## src/rtl/aes_xts_out_reorder_buf_if.sv

```systemverilog
// Bus bundle for aes_xts_out_reorder_buf: write side from the XTS cipher core,
// FWFT stream side to the downstream sink, plus the sticky protocol-error status.
// Ports: inWr/inData/inBlockBeforeLast/inLast/inLastBlockBytes -> outWrReady,
//        outValid/outData/outKeep/outLast <- inReady, outProtoErr.
// slave modport = the reorder buffer; master modport = core + sink side.
interface aes_xts_out_reorder_buf_if #(
  parameter int DATA_W = 128,
  parameter int SZ_W   = $clog2(DATA_W/8)
);
  // write side
  logic                inWr;
  logic [DATA_W-1:0]   inData;
  logic                inBlockBeforeLast;
  logic                inLast;
  logic [SZ_W-1:0]     inLastBlockBytes;
  logic                outWrReady;
  // output side
  logic                outValid;
  logic                inReady;
  logic [DATA_W-1:0]   outData;
  logic [DATA_W/8-1:0] outKeep;
  logic                outLast;
  // status
  logic                outProtoErr;

  modport slave (
    input  inWr, inData, inBlockBeforeLast, inLast, inLastBlockBytes, inReady,
    output outWrReady, outValid, outData, outKeep, outLast, outProtoErr
  );

  modport master (
    output inWr, inData, inBlockBeforeLast, inLast, inLastBlockBytes, inReady,
    input  outWrReady, outValid, outData, outKeep, outLast, outProtoErr
  );
endinterface

```

## src/rtl/aes_xts_out_reorder_buf.sv

```systemverilog
// Purpose: AES-XTS output stage; ciphertext-stealing reorder (hold CC, emit C(n-1),
//          then the truncated final block with a byte-keep mask) into a FWFT FIFO.
// Latency: 1 cycle push-to-head; the masked final block follows C(n-1) one edge later.
// Backpressure: outWrReady drops when the FIFO is full or while flushing the stolen
//          block; writes offered while it is low are dropped.
// Ports: inClk, inRstN (async active-low); bus (slave modport of
//        aes_xts_out_reorder_buf_if) carrying the write, stream and status signals.
// Optional: define AES_XTS_OUT_PROTO_CHECK_EN to enable the sticky outProtoErr flag.
module aes_xts_out_reorder_buf #(
  parameter int DATA_W     = 128,
  parameter int FIFO_DEPTH = 4,
  parameter int SZ_W       = $clog2(DATA_W/8)
) (
  input  logic                     inClk,
  input  logic                     inRstN,
  aes_xts_out_reorder_buf_if.slave bus
);

  localparam int KEEP_W = DATA_W / 8;
  localparam int PTR_W  = $clog2(FIFO_DEPTH);
  localparam int CNT_W  = PTR_W + 1;
  localparam logic [CNT_W-1:0] DEPTH_C = CNT_W'(FIFO_DEPTH);

  typedef enum logic [1:0] {
    ST_IDLE  = 2'd0,
    ST_HOLD  = 2'd1,
    ST_FLUSH = 2'd2
  } state_t;

  state_t             r_state;
  logic [DATA_W-1:0]  r_pend;
  logic [SZ_W-1:0]    r_size;

  logic [DATA_W-1:0]  r_mem_dat  [FIFO_DEPTH];
  logic [KEEP_W-1:0]  r_mem_keep [FIFO_DEPTH];
  logic               r_mem_last [FIFO_DEPTH];
  logic [PTR_W-1:0]   r_wr_ptr;
  logic [PTR_W-1:0]   r_rd_ptr;
  logic [CNT_W-1:0]   r_count;

  logic               w_room;
  logic               w_wr_rdy;
  logic               w_acc;
  logic               w_vld;
  logic               w_pop;
  logic               w_push;
  logic [DATA_W-1:0]  w_push_dat;
  logic [KEEP_W-1:0]  w_push_keep;
  logic               w_push_last;
  logic [KEEP_W-1:0]  w_kmask;
  logic [DATA_W-1:0]  w_dmask;

  // Ready depends only on registered count/state, so a same-cycle pop on a
  // full FIFO never opens a write slot.
  assign w_room   = (r_count < DEPTH_C);
  assign w_wr_rdy = w_room && (r_state != ST_FLUSH);
  assign w_acc    = bus.inWr && w_wr_rdy;
  assign w_vld    = (r_count != '0);
  assign w_pop    = w_vld && bus.inReady;

  // Keep mask has the low r_size bits set; the data mask widens each keep bit to a byte.
  always_comb begin
    w_kmask = '0;
    w_dmask = '0;
    for (int b = 0; b < KEEP_W; b++) begin
      w_kmask[b]        = (SZ_W'(b) < r_size);
      w_dmask[8*b +: 8] = {8{w_kmask[b]}};
    end
  end

  always_comb begin
    w_push      = 1'b0;
    w_push_dat  = '0;
    w_push_keep = '0;
    w_push_last = 1'b0;
    case (r_state)
      ST_IDLE: begin
        if (w_acc && !bus.inBlockBeforeLast) begin
          w_push      = 1'b1;
          w_push_dat  = bus.inData;
          w_push_keep = '1;
          w_push_last = bus.inLast;
        end
      end
      ST_HOLD: begin
        // C(n-1): flags on this write carry no data meaning
        if (w_acc) begin
          w_push      = 1'b1;
          w_push_dat  = bus.inData;
          w_push_keep = '1;
          w_push_last = 1'b0;
        end
      end
      ST_FLUSH: begin
        if (w_room) begin
          w_push      = 1'b1;
          w_push_dat  = r_pend & w_dmask;
          w_push_keep = w_kmask;
          w_push_last = 1'b1;
        end
      end
      default: ;
    endcase
  end

  // Stealing FSM; pending/size survive until the next IDLE capture.
  always_ff @(posedge inClk or negedge inRstN) begin
    if (!inRstN) begin
      r_state <= ST_IDLE;
      r_pend  <= '0;
      r_size  <= '0;
    end else begin
      case (r_state)
        ST_IDLE: begin
          if (w_acc && bus.inBlockBeforeLast) begin
            r_pend  <= bus.inData;
            r_size  <= bus.inLastBlockBytes;
            r_state <= ST_HOLD;
          end
        end
        ST_HOLD: begin
          if (w_acc) r_state <= ST_FLUSH;
        end
        ST_FLUSH: begin
          if (w_room) r_state <= ST_IDLE;
        end
        default: r_state <= ST_IDLE;
      endcase
    end
  end

  // FIFO control; push only happens with room, pop only with data.
  always_ff @(posedge inClk or negedge inRstN) begin
    if (!inRstN) begin
      r_wr_ptr <= '0;
      r_rd_ptr <= '0;
      r_count  <= '0;
    end else begin
      if (w_push) r_wr_ptr <= r_wr_ptr + 1'b1;
      if (w_pop)  r_rd_ptr <= r_rd_ptr + 1'b1;
      if (w_push && !w_pop)      r_count <= r_count + 1'b1;
      else if (!w_push && w_pop) r_count <= r_count - 1'b1;
    end
  end

  // Storage needs no reset: the head is gated to zero whenever the FIFO is empty.
  always_ff @(posedge inClk) begin
    if (w_push) begin
      r_mem_dat[r_wr_ptr]  <= w_push_dat;
      r_mem_keep[r_wr_ptr] <= w_push_keep;
      r_mem_last[r_wr_ptr] <= w_push_last;
    end
  end

  assign bus.outWrReady = w_wr_rdy;
  assign bus.outValid   = w_vld;
  assign bus.outData    = w_vld ? r_mem_dat[r_rd_ptr]  : '0;
  assign bus.outKeep    = w_vld ? r_mem_keep[r_rd_ptr] : '0;
  assign bus.outLast    = w_vld ? r_mem_last[r_rd_ptr] : 1'b0;

`ifdef AES_XTS_OUT_PROTO_CHECK_EN
  logic r_proto_err;
  logic w_err;

  assign w_err = (bus.inWr && !w_wr_rdy)
              || ((r_state == ST_HOLD) && w_acc && (bus.inBlockBeforeLast || bus.inLast))
              || ((r_state == ST_IDLE) && w_acc && bus.inBlockBeforeLast
                  && (bus.inLastBlockBytes == '0));

  always_ff @(posedge inClk or negedge inRstN) begin
    if (!inRstN)    r_proto_err <= 1'b0;
    else if (w_err) r_proto_err <= 1'b1;
  end

  assign bus.outProtoErr = r_proto_err;
`else
  assign bus.outProtoErr = 1'b0;
`endif

endmodule
```

## src/flat_wrapper.sv

```systemverilog
// flat-port wrapper written by rule: the top's interface ports become plain ports
module aes_xts_out_reorder_buf_flat 
#(
  parameter int DATA_W     = 128,
  parameter int FIFO_DEPTH = 4,
  parameter int SZ_W       = $clog2(DATA_W/8)
)
  (inClk, inRstN, bus_inWr, bus_inData, bus_inBlockBeforeLast, bus_inLast, bus_inLastBlockBytes, bus_inReady, bus_outWrReady, bus_outValid, bus_outData, bus_outKeep, bus_outLast, bus_outProtoErr);
  aes_xts_out_reorder_buf_if #(.DATA_W(DATA_W), .SZ_W(SZ_W)) bus_i ();
  input  logic inClk;
  input  logic inRstN;
  input wire logic [$bits(bus_i.inWr)-1:0] bus_inWr;
  input wire logic [$bits(bus_i.inData)-1:0] bus_inData;
  input wire logic [$bits(bus_i.inBlockBeforeLast)-1:0] bus_inBlockBeforeLast;
  input wire logic [$bits(bus_i.inLast)-1:0] bus_inLast;
  input wire logic [$bits(bus_i.inLastBlockBytes)-1:0] bus_inLastBlockBytes;
  input wire logic [$bits(bus_i.inReady)-1:0] bus_inReady;
  output wire logic [$bits(bus_i.outWrReady)-1:0] bus_outWrReady;
  output wire logic [$bits(bus_i.outValid)-1:0] bus_outValid;
  output wire logic [$bits(bus_i.outData)-1:0] bus_outData;
  output wire logic [$bits(bus_i.outKeep)-1:0] bus_outKeep;
  output wire logic [$bits(bus_i.outLast)-1:0] bus_outLast;
  output wire logic [$bits(bus_i.outProtoErr)-1:0] bus_outProtoErr;
  assign bus_i.inWr = bus_inWr;
  assign bus_i.inData = bus_inData;
  assign bus_i.inBlockBeforeLast = bus_inBlockBeforeLast;
  assign bus_i.inLast = bus_inLast;
  assign bus_i.inLastBlockBytes = bus_inLastBlockBytes;
  assign bus_i.inReady = bus_inReady;
  assign bus_outWrReady = bus_i.outWrReady;
  assign bus_outValid = bus_i.outValid;
  assign bus_outData = bus_i.outData;
  assign bus_outKeep = bus_i.outKeep;
  assign bus_outLast = bus_i.outLast;
  assign bus_outProtoErr = bus_i.outProtoErr;
  aes_xts_out_reorder_buf #(.DATA_W(DATA_W), .FIFO_DEPTH(FIFO_DEPTH), .SZ_W(SZ_W)) u_core (.inClk(inClk), .inRstN(inRstN), .bus(bus_i));
endmodule
```

## config.mk

```make
export PLATFORM = sky130hd
export DESIGN_NAME = aes_xts_out_reorder_buf_flat
export DESIGN_NICKNAME = d
export VERILOG_FILES = /design/src/rtl/aes_xts_out_reorder_buf_if.sv /design/src/rtl/aes_xts_out_reorder_buf.sv /design/src/flat_wrapper.sv
export SDC_FILE = /design/constraint.sdc
export NUM_CORES = 1
export LEC_CHECK = 0
export BUFFER_PORTS_ARGS = -buffer_cell sky130_fd_sc_hd__buf_2
export CAP_MARGIN = 15
export CORE_MARGIN = 2
export CORE_UTILIZATION = 45
export CTS_CLUSTER_DIAMETER = 100
export DETAILED_ROUTE_END_ITERATION = 10
export SYNTH_ARGS = -nofsm -noshare
export SYNTH_HDL_FRONTEND = slang
export SYNTH_SLANG_ARGS = --single-unit
```

## constraint.sdc

```tcl
create_clock -name inClk -period 17.91 [get_ports inClk]
set_input_delay 0 -clock inClk [delete_from_list [all_inputs] [get_ports inClk]]
set_output_delay 0 -clock inClk [all_outputs]
set_load 0.05 [all_outputs]
```

==> results of run 1 <==
## cell usage after synthesis (all sizes together), types with 3 or more instances
cell type  number  area [um2]
edfxtp        580       17400
clkbuf         21        80.1
ha              5        62.6
o21ai           8        40.0
mux4          145        3270
nand2b          4        25.0
and2          145         907
and3            9        56.3
o211ai          4        30.0
or3             4        25.0
nand2           8        30.0
buf            68         438
a22o          121        1060
nor3b           6        55.1
inv             6        22.5
xnor2           3        26.3
nand3           3        15.0
nor3            3        20.0
dfrtp         133        3330
mux2          125        1410
nor2b           4        25.0
a21oi           5        47.5
nor2           15        96.3
## report_power, final
part / internal [uW] / switching (uW)
clock network: 866 / 609
registers: 2220 / 178
logic: 849 / 1710
## layout by cell type (no fill, tap or decap), drive strengths merged, types with 5 or more instances in the layout
master / synthesis / layout
nand2: 8 / 8
clkinv: 0 / 24
edfxtp: 580 / 580
dfrtp: 133 / 133
o21ai: 8 / 8
clkbuf: 21 / 110
and3: 9 / 9
nor2: 15 / 15
ha: 5 / 5
a21oi: 5 / 5
inv: 6 / 7
mux2: 125 / 125
and2: 145 / 145
mux4: 145 / 145
nor3b: 6 / 6
dlygate4sd3: 0 / 138
a22o: 121 / 121
buf: 68 / 302
## cells by family after synthesis
group / synth area share, %
compound gates: 4.20
xor+xnor: 0.153
fa+ha+maj: 0.288
buf+inv: 1.89
flops: 72.5
mux: 16.4
other cells: 0.0131
simple gates: 4.65
## through the flow
stage	instance area, um2	cells
global route	34600	2779
detailed placement	30800	2500
CTS	34600	2776
floorplan	28600	1442
global placement	30800	2500
finish	34600	2779
## final cells by class
type,instances,area [um2],area share (%)
sequential,713,20800,60.0
multi-input combinational,634,7390,21.4
timing repair buffer,440,3010,8.71
clock buffer,110,2160,6.25
tap,846,1060,3.06
clock inverter,27,185,0.535
inverter,6,25.0,0.0723
antenna,3,7.51,0.0217
## state kept, by name, summed over array words and instances, names as in the netlist
signal,flops
u_core.r_count,3
u_core.r_state,2
u_core.r_rd_ptr,2
u_core.r_size,4
u_core.r_wr_ptr,2
u_core.r_mem_dat,512
u_core.r_pend,120
u_core.r_mem_keep,64
u_core.r_mem_last,4
## per-layer routing
metal / vias to the layer above / wire length, um / GRT usage [%]
met4: 4 / 1180 / 5.69
met5: - / 27 / 0
li1: 6673 / - / -
met2: 368 / 33800 / 35.1
met3: 81 / 3410 / 4.05
met1: 7950 / 27400 / 25.4
## critical path, cell delays in order, from the launching register on
cell,delay (ps)
dfrtp_1,650
nor3b_2,790
nand2_1,530
inv_4,580
buf_4,660
buf_4,670
a22o_1,320
## path summary, 6_finish.rpt
| check | from | endpoint | slack (ps) | cells past startpoint |
|---|---|---|---|---|
| max | u_core.r_count[2] | u_core.r_mem_dat[0][35] | 13540 | 6 |
| min | bus_inData[112] | u_core.r_pend[112] | 160 | 3 |
| max reg2reg | u_core.r_count[2] | u_core.r_mem_dat[0][35] | 13540 | 6 |
| min reg2reg | u_core.r_pend[40] | u_core.r_pend[40] | 490 | 1 |
| max in group asynchronous | inRstN | u_core.r_pend[40] | 16470 | 4 |
| min in group asynchronous | inRstN | u_core.r_pend[19] | 530 | 4 |
==> flow_results.org, run 1 <==
** Status
- The run finished with clean final reports.

** Logic synthesis
- Counting flops with a built-in enable in the synthesized netlist gives 580.
- Counting every instance in the synthesized netlist gives 1,442.
- A synthesized cell averages 19.9 um2.
- Among all flip-flop cells after synthesis, the most frequent one is edfxtp_1.
- Post-synthesis register bit count :: 713
- Counting every net in the synthesized netlist gives 1,586.
- Mapped Area :: 28,600 um2
- Async set-reset flop share out of synthesis :: 18.7%
- Number of warning messages in the yosys log :: 0
- Sequential cells were found to cover 72.5% of the synthesized design area.
- Yosys mapped the design onto 50 distinct sky130hd cell types.

** Clock tree
- The clock passes through at most 3 buffers.
- Clock tree synthesis found a total of 713 sinks.
- TritonCTS clock tree :: done
- The tree is rooted in a clkbuf_16.
- Number of gates given a new drive strength after cts :: 0
- Clock transition at the register clock pins on the worst setup and hold paths after CTS :: 60 ps
- For this design, the CTS-stage hold fixing added 139 buffers.
- H-tree depth :: 3
- Number of buffers inserted by post-CTS setup repair :: 0
- For the worst-skew pair, the clock arrives at the later sink with an insertion delay of 600 ps.
- CTS buffer count :: 76

** GRT
- Number of antenna violations at the first check in global routing :: 5
- Global-route wire length before repair :: 98,500 um
- Across every metal layer, demand over resource in global routing totals 20.1%.
- Number of global-route vias before repair :: 16,000
- Maximum number of pins on one net before global-route repair :: 146
- The total overflow left after global routing is 0.

** Placement
- Final weighted congestion in routability-driven placement :: 0.726
- Input and output buffers added on the ports amount to 284.
- At the placement stage, the worst setup path has a slack of 13,520 ps.
- The wire-length estimate of the detail-placed layout is 35,500 um.

** Drt
- The routed design has 65,800 um of wire.
- For this block, the initial DRC count from the detailed router was 839.
- For this run, design rule violations remaining after detail routing come to 0.
- The routed layout has 15,100 vias.
- The first detailed-routing pass ran for 4 iterations.
- In the final routed layout, each cell accounts on average for 23.7 um.
- Number of vias per cell after detailed routing :: 5.42
- Antenna Nets Post-Route :: 0

** Floorplan
- Initial Utilization :: 45.5%
- The floorplan step defined a core boundary enclosing 63,000 um2.
- In this run the vertical extent of the chip is 256 um.
- Ports :: 286
- The die is 256 um wide.
- The die covers 65,700 um2.
- The floorplan has 92 rows.

** Timing
- Final setup violating endpoints :: 0
- Worst clock skew :: 25.8 ps
- Worst-margin pin slew :: 1130 ps
- Hold Slack :: 164 ps
- The routed design could run at a clock period as short as 4370 ps.
- Adding up every negative setup slack in the final design gives 0 ps.
- Final hold vios :: 0
- The final number of max-transition violations is 0.
- Slack of the critical path :: 13,540 ps
- Of the available clock period, the critical path in the final layout requires 24.4%.
- Derived from the worst setup path, the maximum achievable clock frequency is 229 MHz.
- The worst pin sits at a relative slew slack of 24.4%.
- Setup repair after global routing left no endpoint under its margin.

** Worst setup path
- Arrival @ worst endpoint :: 4810 ps
- Critical Path Sink Type :: flop
- Endpoint required time on the critical path :: 18,340 ps
- STA classifies the critical path startpoint as a flop.
- Worst Path Max Fanout :: 47
- The critical path is of the reg2reg type.

** Finish
- Fillcell total :: 5,035
- Final core occ :: 55.0%
- Synth-to-Final Area Change :: 20.8%
- Nets@finish :: 2,015
- In the final layout, the share of cells above drive strength 1 is 34.8%.

** Power and ir drop
- Power Total :: 6430 uW
- Lkg Pwr :: 0.0125 uW
- Power spread over the standard cell area amounts to 186 nW/um2.
- The worst-case IR drop observed on VDD is 0.132 mV.

** Worst hold path
- HP Class :: in2reg

** Flow run
- Max-cap violations in this run came to 0.
(Power assumes the default switching activity.)
==> run 2: changes to the inputs <==
PLACE_DENSITY = 0.66   (was not set)
clock period = 3.5 ns   (was 17.91 ns; I/O delays follow)
==> flow_results.org, run 2 (synthesized netlist as in run 1, its figures left out) <==
** Floorplan
- During I/O placement, the number of pins put on the boundary was 286.
- Floorplan row count :: 92
- In this run the vertical extent of the chip is 256 um.
- For this configuration, the core starts out at a cell density of 45.5%.
- The region available for standard cell placement spans 63,000 um2.
- Die Span X :: 256 um
- The die covers 65,700 um2.

** Timing
- Setup violations remaining at the end of the flow were counted as 0.
- Unrepaired setup endpoints after global routing :: false
- For the pin with the worst max-slew slack, the measured transition is 989 ps.
- Max Freq :: 349 MHz
- Fin crit period :: 2870 ps
- Headroom to the max-slew limit came out at 34.1%.
- In the finished design, the share of the clock period the worst path needs comes to 82.0%.
- Across the routed clock network, the largest skew measured is 14.0 ps.
- The final number of max-transition violations is 0.
- The final hold violation count is 0.

** Finish
- More flip-flops sit in one register than any other, and that register is u_core.r_mem_dat.
- Fraction of final layout cells with drive strength greater than 1 :: 35.7%
- Nets@finish :: 2,032
- Number of flip-flops under the largest register name :: 512
- Measured on the finished design, the core utilization comes to 55.6%.
- Summing all multi-input logic gate instances after layout gives 7440 um2.
- Most common cell after layout, fill and taps aside :: edfxtp_1
- The largest registers in the layout are u_core.r_mem_dat (512), u_core.r_pend (120), u_core.r_mem_keep (64).
- Across the whole layout, storage elements account for 20,800 um2.
- Synth-to-Final Area Change :: 22.3%
- After the flow finishes, the layout carries non-filler instances totaling 2,796.
- Highest-count cells in the layout ignoring fill and taps :: 580 x edfxtp_1, 283 x buf_2, 145 x mux4_2, 145 x and2_1, 138 x dlygate4sd3_1
- Fillcell total :: 4,847

** Power and ir drop
- Net switching is 38.6% of the power.
- Peak supply drop :: 0.707 mV
- Power Total :: 33,600 uW
- Lkg Pwr :: 0.0127 uW
- Internal power :: 20,600 uW
- Power dissipated by switching net loads :: 12,900 uW
- Combinational logic burns 40.1% of the power.
- In this run the power density over the cells is 959 nW/um2.
- Proportion of power drawn by the clock network :: 23.6%
- Sequential group share of total power :: 36.3%

** GRT
- Remaining global-route overflow :: 0
- The number of global-route vias before repair came to 16,400.
- Entering global routing, the biggest net connects 110 pins.
- Global routing consumed, over all layers together, 20.4% of the routing resources.
- Number of antenna violations at the first check in global routing :: 0
- Global-route wire length before repair :: 100,000 um

** Worst setup path
- Critical path launch point type :: flop
- Capturing point of the worst reg2reg path :: u_core.r_mem_dat[0][108]
- Critical path origin :: u_core.r_rd_ptr[0]
- Crit Path Category :: reg2out
- Reg-to-reg setup timing slack :: 690 ps
- Count of cells along the worst register-to-register path :: 6
- Worst setup path end :: bus_outData[108]
- Crit Reg-Reg Startpoint :: u_core.r_state[1]
- STA puts the critical path data required time at 3500 ps.
- In this run the worst path has a maximum fanout of 25.
- Data on the critical path arrives at its endpoint at 2870 ps.
- Critical Path Sink Type :: primary output

** Status
- Result of the run :: finished clean

** Clock tree
- The number of gates resized after CTS was 0.
- The longest clock path from root to sink contains 3 buffers.
- The later pin in the worst-skew pair is clocked with a latency of 600 ps.
- Number of buffers inserted by post-CTS setup repair :: 0
- The tree built by TritonCTS fans out to 713 sinks.
- Buffers inserted to repair hold after CTS numbered 138.
- H-tree depth :: 3
- TritonCTS clock tree :: done
- Root cell of the clock tree :: clkbuf_16
- Clock-pin slew was measured on the worst setup and hold paths at 60 ps.
- Buffers inserted during clock tree synthesis total 75.

** Drt
- Drt first pass iters :: 7
- Summed over all layers, the routed wires come to 66,700 um.
- Detailed routing inserted a total of 15,300 vias.
- Number of vias per cell after detailed routing :: 5.48
- Average wire length per cell after detail routing :: 23.8 um
- For this run, design rule violations remaining after detail routing come to 0.
- Antenna Nets Post-Route :: 0
- After the first detailed-routing iteration, the DRC count stood at 1,177.

** Worst hold path
- The path class of the tightest hold or removal check is in2async.

** Placement
- Post-placement cell count :: 2,519
- Detailed-placement wirelength estimate :: 37,600 um
- Final weighted congestion in routability-driven placement :: 0.722
- Input/output buffers :: 284

** Flow run
- Max-capacitance violation count :: 0
==> run 2: changes by cell type in the layout (fill, tap and decap cells not counted), moves of 2 or more <==
cell	before	now
clkinv_1	6	4
nor3b_2	6	2
clkinv_2	17	7
bufinv_16	2	7
clkinvlp_4	0	6
nor3b_4	0	4
nor2b_1	4	2
buf_4	13	20
nor2b_2	0	2
clkbuf_16	79	77
inv_6	1	3
buf_12	4	16
==> run 2: stage by stage <==
stage | TNS [ps] | area (um2) | setup WS (ps) | hold WS [ps]
final | 0 | 35000 | 631 | 57.8
after global routing | 0 | 35000 | 434 | 138
after CTS | 0 | 35000 | 489 | 93.2
after detailed placement | 0 | 31200 | 646 | 176
after global placement | 0 | 31200 | 728 | 177
after floorplan | -865510 | 28700 | -1490 | -296
==> run 2: worst max-delay path, stage by stage, from the launching register on <==
cell and delay, ps:
dfrtp_4 820, buf_4 460, mux4_2 580, and2_1 200
buf_2 220
==> run 2: area by class of cell <==
class                           instances  area share, %
Antenna cell                            2         0.0143
Clock buffer                          109           6.07
Clock inverter                         28          0.971
Inverter                                6         0.0714
Multi-Input combinational cell        634           21.2
Sequential cell                       713           59.2
Tap cell                              846           3.02
Timing Repair Buffer                  458           9.36
==> run 2: layer usage <==
metal / vias to the layer above / wire length [um] / share of wire [%] / track usage [%]
li1: 6698 / - / - / -
met1: 8089 / 27400 / 41 / 26.6
met2: 449 / 34200 / 51 / 35.2
met3: 86 / 3660 / 5.5 / 3.43
met4: 0 / 1390 / 2.1 / 6.08
met5: - / 0 / 0 / 0
==> run 2: power groups by stage <==
| stage | Clock, uW | Combinational, uW | Sequential, uW |
|---|---|---|---|
| after floorplan | 0 | 10400 | 12000 |
| after global placement | 0 | 13400 | 12300 |
| after detailed placement | 0 | 13500 | 12400 |
| after CTS | 8080 | 13700 | 12200 |
| after global routing | 8410 | 14200 | 12400 |
| final | 7920 | 13500 | 12200 |
==> run 2: worst min-delay path by stage <==
stage | to | slack [ps] | start
finish | u_core.r_pend[10] | 60 | inRstN
global route | u_core.r_pend[10] | 140 | inRstN
CTS | u_core.r_pend[10] | 90 | inRstN
detailed placement | u_core.r_pend[10] | 180 | inRstN
global placement | u_core.r_pend[10] | 180 | inRstN
floorplan | u_core.r_count[0] | -300 | inRstN
